### config.mk
export PLATFORM = sky130hd
export DESIGN_NAME = fall_through_fifo
export DESIGN_NICKNAME = d
export VERILOG_FILES = /design/src/rtl/fall_through_fifo.sv
export SDC_FILE = /design/constraint.sdc
export NUM_CORES = 1
export LEC_CHECK = 0
export ABC_AREA = 1
export CORE_AREA = 2 2 85 71
export DETAILED_ROUTE_END_ITERATION = 8
export DIE_AREA = 0 0 87 73
export DONT_BUFFER_PORTS = 1
export HOLD_SLACK_MARGIN = 0.12
export MAX_ROUTING_LAYER = met4
export PLACE_DENSITY = 0.72
export SYNTH_ARGS = -nofsm -noshare
export SYNTH_HDL_FRONTEND = slang
export SYNTH_SLANG_ARGS = --single-unit
### constraint.sdc
create_clock -name clk_i -period 2.5 [get_ports clk_i]
set_input_delay 0.375 -clock clk_i [delete_from_list [all_inputs] [get_ports clk_i]]
set_output_delay 0.375 -clock clk_i [all_outputs]
set_load 0.05 [all_outputs]
### src/rtl/fall_through_fifo.sv
// DEPTH-entry valid/ready FIFO with optional zero-latency bypass when empty,
// synchronous clear and a registered occupancy count.
module fall_through_fifo #(
  parameter int unsigned DATA_WIDTH   = 32,
  parameter int unsigned DEPTH        = 2,
  parameter int unsigned FALL_THROUGH = 1
) (
  input  logic                           clk_i,
  input  logic                           rst_i,
  input  logic                           clr_i,
  input  logic                           testmode_i,
  input  logic                           valid_i,
  output logic                           ready_o,
  input  logic [DATA_WIDTH-1:0]          data_i,
  output logic                           valid_o,
  input  logic                           ready_i,
  output logic [DATA_WIDTH-1:0]          data_o,
  output logic [$clog2(DEPTH+1)-1:0]     usage_o
);

  localparam int unsigned CNT_W = $clog2(DEPTH + 1);
  localparam int unsigned PTR_W = (DEPTH > 1) ? $clog2(DEPTH) : 1;
  localparam logic [CNT_W-1:0] DEPTH_C  = CNT_W'(DEPTH);
  localparam logic [PTR_W-1:0] LAST_PTR = PTR_W'(DEPTH - 1);
  localparam bit FT = (FALL_THROUGH != 0);

  logic [DATA_WIDTH-1:0] mem [DEPTH];
  logic [PTR_W-1:0]      rptr;
  logic [PTR_W-1:0]      wptr;
  logic [CNT_W-1:0]      count;

  logic empty;
  logic blocked;
  logic push;
  logic pop;
  logic wr_en;
  logic rd_en;

  // Test mode has no function; keep the port consumed.
  logic unused_testmode;
  assign unused_testmode = testmode_i;

  // Pointers wrap explicitly so non-power-of-two depths stay in range.
  function automatic logic [PTR_W-1:0] next_ptr(input logic [PTR_W-1:0] p);
    return (p == LAST_PTR) ? '0 : p + PTR_W'(1);
  endfunction

  // Handshake and output selection; ready never looks at ready_i.
  always_comb begin
    empty   = (count == '0);
    blocked = clr_i | rst_i;
    ready_o = (count < DEPTH_C) && !blocked;
    valid_o = 1'b0;
    data_o  = mem[rptr];
    if (!blocked) begin
      if (!empty) begin
        valid_o = 1'b1;
      end else if (FT) begin
        valid_o = valid_i;
      end
    end
    if (empty && FT) begin
      data_o = data_i;
    end
    push  = valid_i && ready_o;
    pop   = valid_o && ready_i;
    // An empty-buffer pop can only be a bypassed beat, which is never stored.
    wr_en = push && !(empty && pop);
    rd_en = pop && !empty;
  end

  always_ff @(posedge clk_i) begin
    if (rst_i || clr_i) begin
      rptr  <= '0;
      wptr  <= '0;
      count <= '0;
    end else begin
      if (wr_en) begin
        wptr <= next_ptr(wptr);
      end
      if (rd_en) begin
        rptr <= next_ptr(rptr);
      end
      if (wr_en && !rd_en) begin
        count <= count + CNT_W'(1);
      end else if (rd_en && !wr_en) begin
        count <= count - CNT_W'(1);
      end
    end
  end

  // Storage is not reset; only pointers and count are.
  always_ff @(posedge clk_i) begin
    if (wr_en) begin
      mem[wptr] <= data_i;
    end
  end

  assign usage_o = count;

endmodule
==> results.md, run 1 <==
- Status: completed
- Total Wirelength: 5.40 mm
- Syn nets: 318
- Library cells used by synthesis: 19
- Hold Slack: 0.192 ns
- Crit-path slowest cell: dfxtp_2
- Pwr Total: 2.71 mW
- Root Buffer: clkbuf_8
- N_diodes: 0
- Vias per cell: 4.89
- Filler cells: 425
- Hold_sp: clr_i
- Grt total ovfl: 0
- FP Rows: 25
- CP Max Fanout: 48
- Seq cells post-synth: just under 70
- Crit. End Element: primary output
- 1st-pass router iterations: 4
- Critical Path Sink: data_o[20]
- # hold bufs at CTS: 32
- Startpoint types: flop
- Critical Path AT: 1.59 ns
- Leak Pwr: 1.59 nW
- Critical path's top delay family: flip-flops
- Buf/Inv on CP: 2
- Worst Path Required: 2.12 ns
- Initial Util: between 50 and 60%
- DP Area: approximately 0.0033 sq mm
- Layout cells sized above 1: 17.8%
- Routed Antenna Nets: 0
- Hold Vio Cnt, Final: 0
- Largest net degree at the start of global routing: 66
- Sequential area share after synthesis: 68.1%
- Worst skew pair latency: between 0.3 and 0.4 ns
- RSZ-0062 raised after global routing: false
- Final std cells w/o fill: 420
- DRC: 0
- Reg2Reg Depth: 9
- Die Area: 0.00635 sq mm
- Tot GR Track Use: about 19%
- Max incr delay on CP: 0.51 ns
- I/O pin cnt: 74
- CTS Sinks: 69
- CTS clk-pin slew, worst paths: 0.07 ns
- CP Class: reg2out
- Core Region: 0.00560 sq mm
- Number of global-route vias before repair: 2005
- Clk_skew: around 0.0067 ns
- Setup TNS: 0 ns
- Post-CTS Resized: 0
- # nets final: 387
- Die height: approximately 73 um
- CP Cell Sequence: buf_12 -> o21ai_0 -> o21ai_1 -> buf_4
- Wire length per cell: 12.9 um
- Power Density: 698 mW/mm^2
- Syn avg cell area: 10.6 sq um
- Fin crit share: about four fifths
- Area Overhead vs Synth: 30.9%
- Worst Max-Slew Pin Slew: between 0.4 and 0.5 ns
- Drt initial violations: 101
- Post-layout min period: just under 2 ns
- Worst slew margin: a little over 70%
- Syn Inst Count: 279
- Setup violators final: 0
- Initial antenna violation count: 0
- Placed Instances: 372
- R2r endpoint: usage_o[1]
- Max VDD drop: 0.504 mV
- Setup bufs post-CTS: 0
- Slew Limit Fails: 0
- Post-route cell area: 0.00389 sq mm
- Max-cap violations: 0
- Reg2Reg Launch Point: usage_o[0]
- DP HPWL: 3.23 mm
- Worst min-delay path class: in2reg
- DR vias: 2054
- Area of the mapped netlist: 0.00297 sq mm
- Die extent in x: about 87 um
- Fmax: approximately 510 MHz
- CTS HTree Levels: 3
- Final GP Congestion: roughly 0.76
- CTS tree: built
- FF-to-FF setup slack: 0.73 ns
- Num CTS Buffers: 9
- Stages on worst setup path: 4
- Warnings, synthesis: 0
- Clock tree buffer depth: 2
- First-pass GRT wire length: 8.83 mm
- I/O Buffers: 0
==> per-stage QoR <==
step / utilization [%] / setup WS (ns)
after detailed placement: 59.4 / 0.704
after CTS: 69.4 / 0.495
final: 69.4 / 0.537
after floorplan: - / 0.0392
after global placement: 59.4 / 0.724
after global routing: 69.4 / 0.381
==> layer usage <==
metal	wire, um	share of wire [%]	GRT usage, %
met1	2240	42	20.9
met2	2760	51	32.6
met3	337	6.2	8.71
met4	55	1.0	5.21
met5	0	0	-
==> cell type report <==
type                       count  area, sq um  area share, %
clock buffer                   9          124           3.19
clock inverter                 7          114           2.93
timing repair buffer          72          658           16.9
multi-input combinational    157          737           19.0
tap                           67         83.8           2.16
sequential                    69         2020           52.1
inverter                      39          146           3.77
==> Yosys cell counts, drive strengths merged <==
cell	n	share of area, %
nor2	10	1.7
a21oi	3	0.51
ha	1	0.42
nand2	73	9.2
buf	8	1.6
dfxtp	5	3.4
inv	39	4.9
o21ai	66	11
a21boi	1	0.25
nand3	1	0.34
clkbuf	6	0.89
nand4	2	0.84
edfxtp	64	65
==> worst reg2reg max path, stage by stage, from the launching register on <==
cell     delay [ns]
dfxtp_1        0.40
buf_4          0.23
inv_1          0.11
nand2_1        0.09
nand4_2        0.14
ha_1           0.33
a21oi_1        0.11
o21ai_0        0.12
nor2_1         0.11
nor2_1         0.05
==> worst min path at each step <==
stage | slack [ns] | endpoint | cells past startpoint
3_3_place_gp | 0.47 | mem[1][15] | 0
3_5_place_dp | 0.47 | mem[1][15] | 0
6_report | 0.19 | usage_o[1] | 3
4_1_cts | 0.17 | usage_o[1] | 3
5_1_grt | 0.19 | usage_o[1] | 3
2_1_floorplan | 0.47 | mem[0][0] | 0
==> logic make-up after synthesis <==
logic type | Yosys count | share of synthesized area, %
and+or+nand+nor | 86 | 12.1
AOI/OAI and AO/OA | 70 | 11.9
DFF | 69 | 68.1
buffers and inverters | 53 | 7.46
adders and majority gates | 1 | 0.422
==> cells in the final DEF, fill, tap and decap left out <==
cell type      instances
nand3_2                1
o21ai_1               32
buf_4                 37
clkinv_1               1
nand4_2                2
buf_12                 3
clkinvlp_4             2
clkbuf_8               9
nor2_2                 1
edfxtp_1              64
dlygate4sd3_1         32
nand2_1               73
inv_1                 39
clkinv_2               1
a21boi_1               1
bufinv_16              3
dfxtp_2                1
o21ai_0               34
nor2_1                 6
dfxtp_1                4
a21oi_1                3
nor2_4                 3
ha_1                   1
==> state kept, by name, summed over array words and instances, names as in the netlist, named ones only <==
name / count
mem: 64
wptr: 1
usage_o: 2
rptr: 1
==> report_power, final <==
group / internal [mW] / switching [mW]
clock network: 0.656 / 0.396
logic: 0.124 / 0.251
registers: 1.28 / 0.00491
total: 2.06 / 0.652
Note: power is estimated with default switching activity, not from simulation.
==> run 2, diff against run 1 <==
Settings changed: CORE_AREA 2 2 85 71 to 2 2 84 70, DIE_AREA 0 0 87 73 to 0 0 86 72, PLACE_DENSITY 0.72 to 0.71.
Clock period 2.5 ns to 2.1 ns, I/O delays scaled along.
==> run 2 against run 1 <==
Critical path depth up 1; clock power up 12%; final area down 0.55%; sequential cell count unchanged; highest routed layer unchanged.
==> results.md, run 2 (synthesis results as in run 1) <==
- Status: completed (unchanged)
- Most frequent cells in the layout: 73 x nand2_1, 64 x edfxtp_1, 42 x buf_4 (was 73 x nand2_1, 64 x edfxtp_1, 39 x inv_1)
- Total Wirelength: 5.65 mm (was 5.40 mm)
- FP Rows: 24 (was 25)
- Number of global-route vias before repair: 2075 (was 2005)
- Num CTS Buffers: 9 (unchanged)
- Comb power frac: 14.2% (was 13.8%)
- Max VDD drop: 0.772 mV (was 0.504 mV)
- DP HPWL: 3.51 mm (was 3.23 mm)
- # nets final: 390 (was 387)
- Tot GR Track Use: 20.4% (was 19.4%)
- Power Density: 816 mW/mm^2 (was 698 mW/mm^2)
- Placed Instances: 373 (was 372)
- Top reg by flops: mem (unchanged)
- Setup violators final: 0 (unchanged)
- Post-CTS Resized: 0 (unchanged)
- P_sw: 809 uW (was 652 uW)
- Reg2Reg Launch Point: usage_o[1] (was usage_o[0])
- Fmax: 527 MHz
- RSZ-0062 raised after global routing: false (unchanged)
- Die extent in x: 86 um (was 87 um)
- Max-cap violations: 0 (unchanged)
- Worst Max-Slew Pin Slew: 0.421 ns (was 0.428 ns)
- Worst skew pair latency: 0.34 ns (about the same)
- CP Class: reg2out (unchanged)
- 1st-pass router iterations: 4 (unchanged)
- Hold Vio Cnt, Final: 0 (unchanged)
- I/O Buffers: 0 (unchanged)
- CTS clk-pin slew, worst paths: 0.07 ns (about the same)
- Busiest grt layer: met2 (unchanged)
- Critical Path AT: 1.58 ns (was 1.59 ns)
- WHS Endpoint: usage_o[1] (unchanged)
- Reg2Reg Depth: 11 (was 9)
- Setup TNS: 0 ns (unchanged)
- CTS tree: built (unchanged)
- Fin crit share: 90.3%
- Hold_sp: clr_i (unchanged)
- R2r endpoint: usage_o[1] (unchanged)
- Leak Pwr: 1.59 nW (about the same)
- Clk_skew: 0.00833 ns (was 0.00667 ns)
- Grt met3 use: 6.37% (was 8.71%)
- Initial Util: 55.8% (was 53.0%)
- N_diodes: 0 (unchanged)
- Met2 Use GR: 35.7% (was 32.6%)
- Clock tree buffer depth: 2 (unchanged)
- CTS Sinks: 69 (unchanged)
- Startpoint types: flop (unchanged)
- Layout cells sized above 1: 18.8% (was 17.8%)
- Initial antenna violation count: 0 (unchanged)
- Root Buffer: clkbuf_8 (unchanged)
- First-pass GRT wire length: 9.28 mm (was 8.83 mm)
- GR Util met1: 22.2% (was 20.9%)
- Commonest non-fill, non-tap cell in the layout: nand2_1 (unchanged)
- DR vias: 2091 (was 2054)
- Seq pwr share: 48.5% (was 47.4%)
- CP Max Fanout: 33 (was 48)
- Switching Fraction: 25.7% (was 24.0%)
- Core Region: 0.00532 sq mm (was 0.00560 sq mm)
- I/O pin cnt: 74 (unchanged)
- Die height: 72 um (was 73 um)
- Slew Limit Fails: 0 (unchanged)
- Area Overhead vs Synth: 30.2% (was 30.9%)
- Max reg flops: 64 (unchanged)
- Worst min-delay path class: in2reg (unchanged)
- Worst Path Required: 1.78 ns (was 2.12 ns)
- Final GP Congestion: 0.727 (was 0.756)
- Post-layout min period: 1.90 ns
- CTS HTree Levels: 3 (unchanged)
- Crit. End Element: primary output (unchanged)
- Final std cells w/o fill: 421 (was 420)
- DRC: 0 (unchanged)
- Largest net degree at the start of global routing: 34 (was 66)
- Int Power: 2.34 mW (was 2.06 mW)
- Cell count of the worst hold path: 3 (unchanged)
- Die Area: 0.00619 sq mm (was 0.00635 sq mm)
- Wire length per cell: 13.4 um (was 12.9 um)
- Grt total ovfl: 0 (unchanged)
- Drt initial violations: 92 (was 101)
- Clock network power share: 37.3% (was 38.8%)
- Vias per cell: 4.97 (was 4.89)
- Worst slew margin: 71.9% (was 71.5%)
- Routed Antenna Nets: 0 (unchanged)
- FF-to-FF setup slack: 0.44 ns (was 0.73 ns)
run 2: cell count changes in the layout (fill, tap and decap cells not counted):
cell	delta
buf_4	+5
clkinv_1	-1
inv_6	+2
bufinv_16	-1
buf_12	-2
run 2: power by group through the flow:
stage	combinational, mW	sequential [mW]	clock (mW)
after floorplan	0.281	1.56	0
after global placement	0.385	1.56	0
after detailed placement	0.390	1.56	0
after CTS	0.448	1.53	1.20
after global routing	0.475	1.53	1.25
final	0.447	1.53	1.18
run 2: cell type report:
cell class,instances,area [sq um]
flip-flops and latches,69,2020
fillers,363,1450
multi-input cells,157,737
repair buffers,75,656
inverters,39,146
clock buffers,9,124
clock inverters,7,97.6
well taps,65,81.3
run 2: worst max-delay path, stage by stage (launching register included):
cell     delay, ns
dfxtp_1       0.35
nor2_4        0.15
buf_4         0.33
nand2_1       0.10
o21ai_1       0.09
buf_4         0.21
run 2: how the worst max path moves through the flow:
stage                from    endpoint  slack [ns]  depth (start not counted)
3_3_place_gp        rst_i  mem[1][23]        0.40                          6
6_report       usage_o[1]  data_o[22]        0.20                          5
5_1_grt        usage_o[1]  data_o[22]        0.05                          5
3_5_place_dp        rst_i  mem[1][23]        0.36                          6
2_1_floorplan  usage_o[1]   data_o[0]       -0.30                          3
4_1_cts        usage_o[1]  data_o[12]        0.18                          5
run 2: repair_timing:
item / 4_1_cts / 5_1_grt
hold buffers: 32 / 0
endpoints found under the hold margin: 64 / 0
setup buffers: 0 / 0
endpoints found under the setup margin: 0 / 0
run 2: per-layer routing:
metal / vias to the layer above / share of wire (%) / wire [um]
li1: 1079 / - / -
met1: 960 / 41 / 2320
met2: 48 / 53 / 2970
met3: 4 / 5.8 / 326
met4: 0 / 0.60 / 34
met5: - / 0 / 0
run 2: metrics by stage:
stage	setup slack, ns	cell area (sq um)	hold slack, ns	util, %	power, mW
final	0.204	3860	0.147	72.7	3.15
after global placement	0.396	3320	0.414	62.5	1.95
after CTS	0.185	3860	0.133	72.7	3.18
after detailed placement	0.364	3320	0.414	62.5	1.95
after floorplan	-0.301	2980	0.414	-	1.84
after global routing	0.0458	3860	0.156	72.7	3.25
==> run 3, diff against run 2 <==
Settings changed: CORE_AREA 2 2 84 70 to 2 2 115 94, DIE_AREA 0 0 86 72 to 0 0 117 96, PLACE_DENSITY 0.71 to 0.43.
==> run 3 against run 2 <==
Worst setup slack worse by 0.030 ns; power up 7.9%; non-clock buffer count unchanged; global-route usage down 8.1 points; maximum frequency down 1.6%; clock skew down 0.0030 ns; die area up 81%; largest cell class unchanged; highest routed layer unchanged.
==> results.md, run 3 (synthesis results as in run 1) <==
- Status: completed (unchanged)
- Startpoint types: flop (unchanged)
- Leak Pwr: 1.61 nW (was 1.59 nW)
- CTS clk-pin slew, worst paths: 0.05 ns (was 0.07 ns)
- P_sw: 819 uW (was 809 uW)
- FP Rows: 33 (was 24)
- Stages on worst setup path: 5 (unchanged)
- Die height: 96 um (was 72 um)
- Reg2Reg Depth: 9 (was 11)
- Cell count of the worst hold path: 3 (unchanged)
- CTS Sinks: 69 (unchanged)
- Top reg by flops: mem (unchanged)
- Initial Util: 29.3% (was 55.8%)
- Root Buffer: clkbuf_16 (was clkbuf_8)
- RSZ-0062 raised after global routing: false (unchanged)
- First-pass GRT wire length: 9.90 mm (was 9.28 mm)
- Slew Limit Fails: 0 (unchanged)
- Final core occ: 39.8% (was 72.7%)
- DP HPWL: 3.77 mm (was 3.51 mm)
- Worst skew pair latency: 0.32 ns (was 0.34 ns)
- Vias per cell: 4.21 (was 4.97)
- Hold Slack: 0.169 ns (was 0.147 ns)
- CP Max Fanout: 33 (unchanged)
- Switching Fraction: 24.1% (was 25.7%)
- Most used cell, CP: buf_4 (unchanged)
- Worst slew margin: 71.3% (was 71.9%)
- Setup violators final: 0 (unchanged)
- CP Cell Sequence: nor2_4 -> buf_4 -> nand2_1 -> o21ai_1 -> buf_4 (unchanged)
- DR vias: 2085 (was 2091)
- Hold Vio Cnt, Final: 0 (unchanged)
- Setup WS post-layout: 0.174 ns (was 0.204 ns)
- Drt initial violations: 102 (was 92)
- Post-CTS Resized: 0 (unchanged)
- Critical Path AT: 1.61 ns (was 1.58 ns)
- Most frequent cells in the layout: 73 x nand2_1, 64 x edfxtp_1, 41 x buf_4 (was 73 x nand2_1, 64 x edfxtp_1, 42 x buf_4)
- Critical path's top delay family: buffers and inverters (unchanged)
- Tot GR Track Use: 12.3% (was 20.4%)
- Power Density: 845 mW/mm^2 (was 816 mW/mm^2)
- CTS tree: built (unchanged)
- DP Area: 0.00343 sq mm (was 0.00332 sq mm)
- Core Region: 0.0101 sq mm (was 0.00532 sq mm)
- # nets final: 390 (unchanged)
- Setup bufs post-CTS: 0 (unchanged)
- Post-route cell area: 0.00402 sq mm (was 0.00386 sq mm)
- Filler cells: 1012 (was 363)
- Max-cap violations: 0 (unchanged)
- Max incr delay on CP: 0.34 ns (was 0.35 ns)
- Die Area: 0.0112 sq mm (was 0.00619 sq mm)
- I/O pin cnt: 74 (unchanged)
- Total Wirelength: 6.20 mm (was 5.65 mm)
- DRC: 0 (unchanged)
- Initial antenna violation count: 0 (unchanged)
- Setup TNS: 0 ns (unchanged)
- Seq pwr share: 45.1% (was 48.5%)
- Fmax: 519 MHz (was 527 MHz)
- Worst Path Required: 1.78 ns (about the same)
- Post-layout min period: 1.93 ns (was 1.90 ns)
- Commonest non-fill, non-tap cell in the layout: nand2_1 (unchanged)
- DP Worst Slack: 0.364 ns (about the same)
- Int Power: 2.58 mW (was 2.34 mW)
- Wire length per cell: 12.5 um (was 13.4 um)
- Pwr Total: 3.40 mW (was 3.15 mW)
- Num CTS Buffers: 9 (unchanged)
- Buf/Inv on CP: 2 (unchanged)
- CTS HTree Levels: 3 (unchanged)
- Clock network power share: 41.6% (was 37.3%)
- I/O Buffers: 0 (unchanged)
- Largest net degree at the start of global routing: 34 (unchanged)
- Comb power frac: 13.3% (was 14.2%)
- Area Overhead vs Synth: 35.6% (was 30.2%)
- Worst Max-Slew Pin Slew: 0.430 ns (was 0.421 ns)
- Worst min-delay path class: in2reg (unchanged)
- Fin crit share: 91.7% (was 90.3%)
- Crit. End Element: primary output (unchanged)
- Layout cells sized above 1: 17.2% (was 18.8%)
- Crit-path slowest cell: dfxtp_1 (unchanged)
- 1st-pass router iterations: 4 (unchanged)
- CP Class: reg2out (unchanged)
- Placed Instances: 448 (was 373)
- N_diodes: 0 (unchanged)
- Clock tree buffer depth: 2 (unchanged)
- Number of global-route vias before repair: 2028 (was 2075)
- Max VDD drop: 0.482 mV (was 0.772 mV)
- Grt total ovfl: 0 (unchanged)
- Max reg flops: 64 (unchanged)
- Die extent in x: 117 um (was 86 um)
- Clk_skew: 0.00531 ns (was 0.00833 ns)
- # hold bufs at CTS: 32 (unchanged)
- Routed Antenna Nets: 0 (unchanged)
- Final GP Congestion: 0.668 (was 0.727)
- Final std cells w/o fill: 495 (was 421)
[run 3: worst register-to-register path: cells and delay by family (launching register included)]
| kind | cells | cell delay (ns) |
|---|---|---|
| buf+inv | 1 | 0.06 |
| flops | 1 | 0.34 |
| compound gates | 2 | 0.23 |
| simple gates | 5 | 0.61 |
| fa+ha+maj | 1 | 0.32 |
[run 3: area by class of cell]
cell class	instances	area (sq um)	area share (%)
timing repair buffer	75	668	16.6
sequential	69	2020	50.3
tap	140	175	4.35
inverter	39	146	3.64
clock buffer	12	236	5.88
multi-input combinational	157	737	18.3
clock inverter	3	37.5	0.933
[run 3: power groups by stage]
stage / registers [mW] / clock network [mW] / logic (mW)
after CTS: 1.53 / 1.47 / 0.456
after global placement: 1.56 / 0 / 0.396
after detailed placement: 1.56 / 0 / 0.396
after floorplan: 1.56 / 0 / 0.281
after global routing: 1.53 / 1.53 / 0.481
final: 1.53 / 1.42 / 0.452
[run 3: worst paths after layout]
kind | start | to | slack [ns]
setup / recovery | usage_o[1] | data_o[10] | 0.17
hold / removal | clr_i | usage_o[1] | 0.17
setup reg to reg | usage_o[1] | usage_o[1] | 0.44
hold reg to reg | rptr | flop | 0.54
[run 3: routing by layer]
metal / vias to the layer above / wire length (um) / GRT usage (%) / share of wire [%]
met5: - / 0 / - / 0
met1: 940 / 2940 / 14.4 / 47
met4: 0 / 30 / 4.71 / 0.48
met2: 64 / 2750 / 18.8 / 44
li1: 1078 / - / - / -
met3: 3 / 483 / 5.35 / 7.8
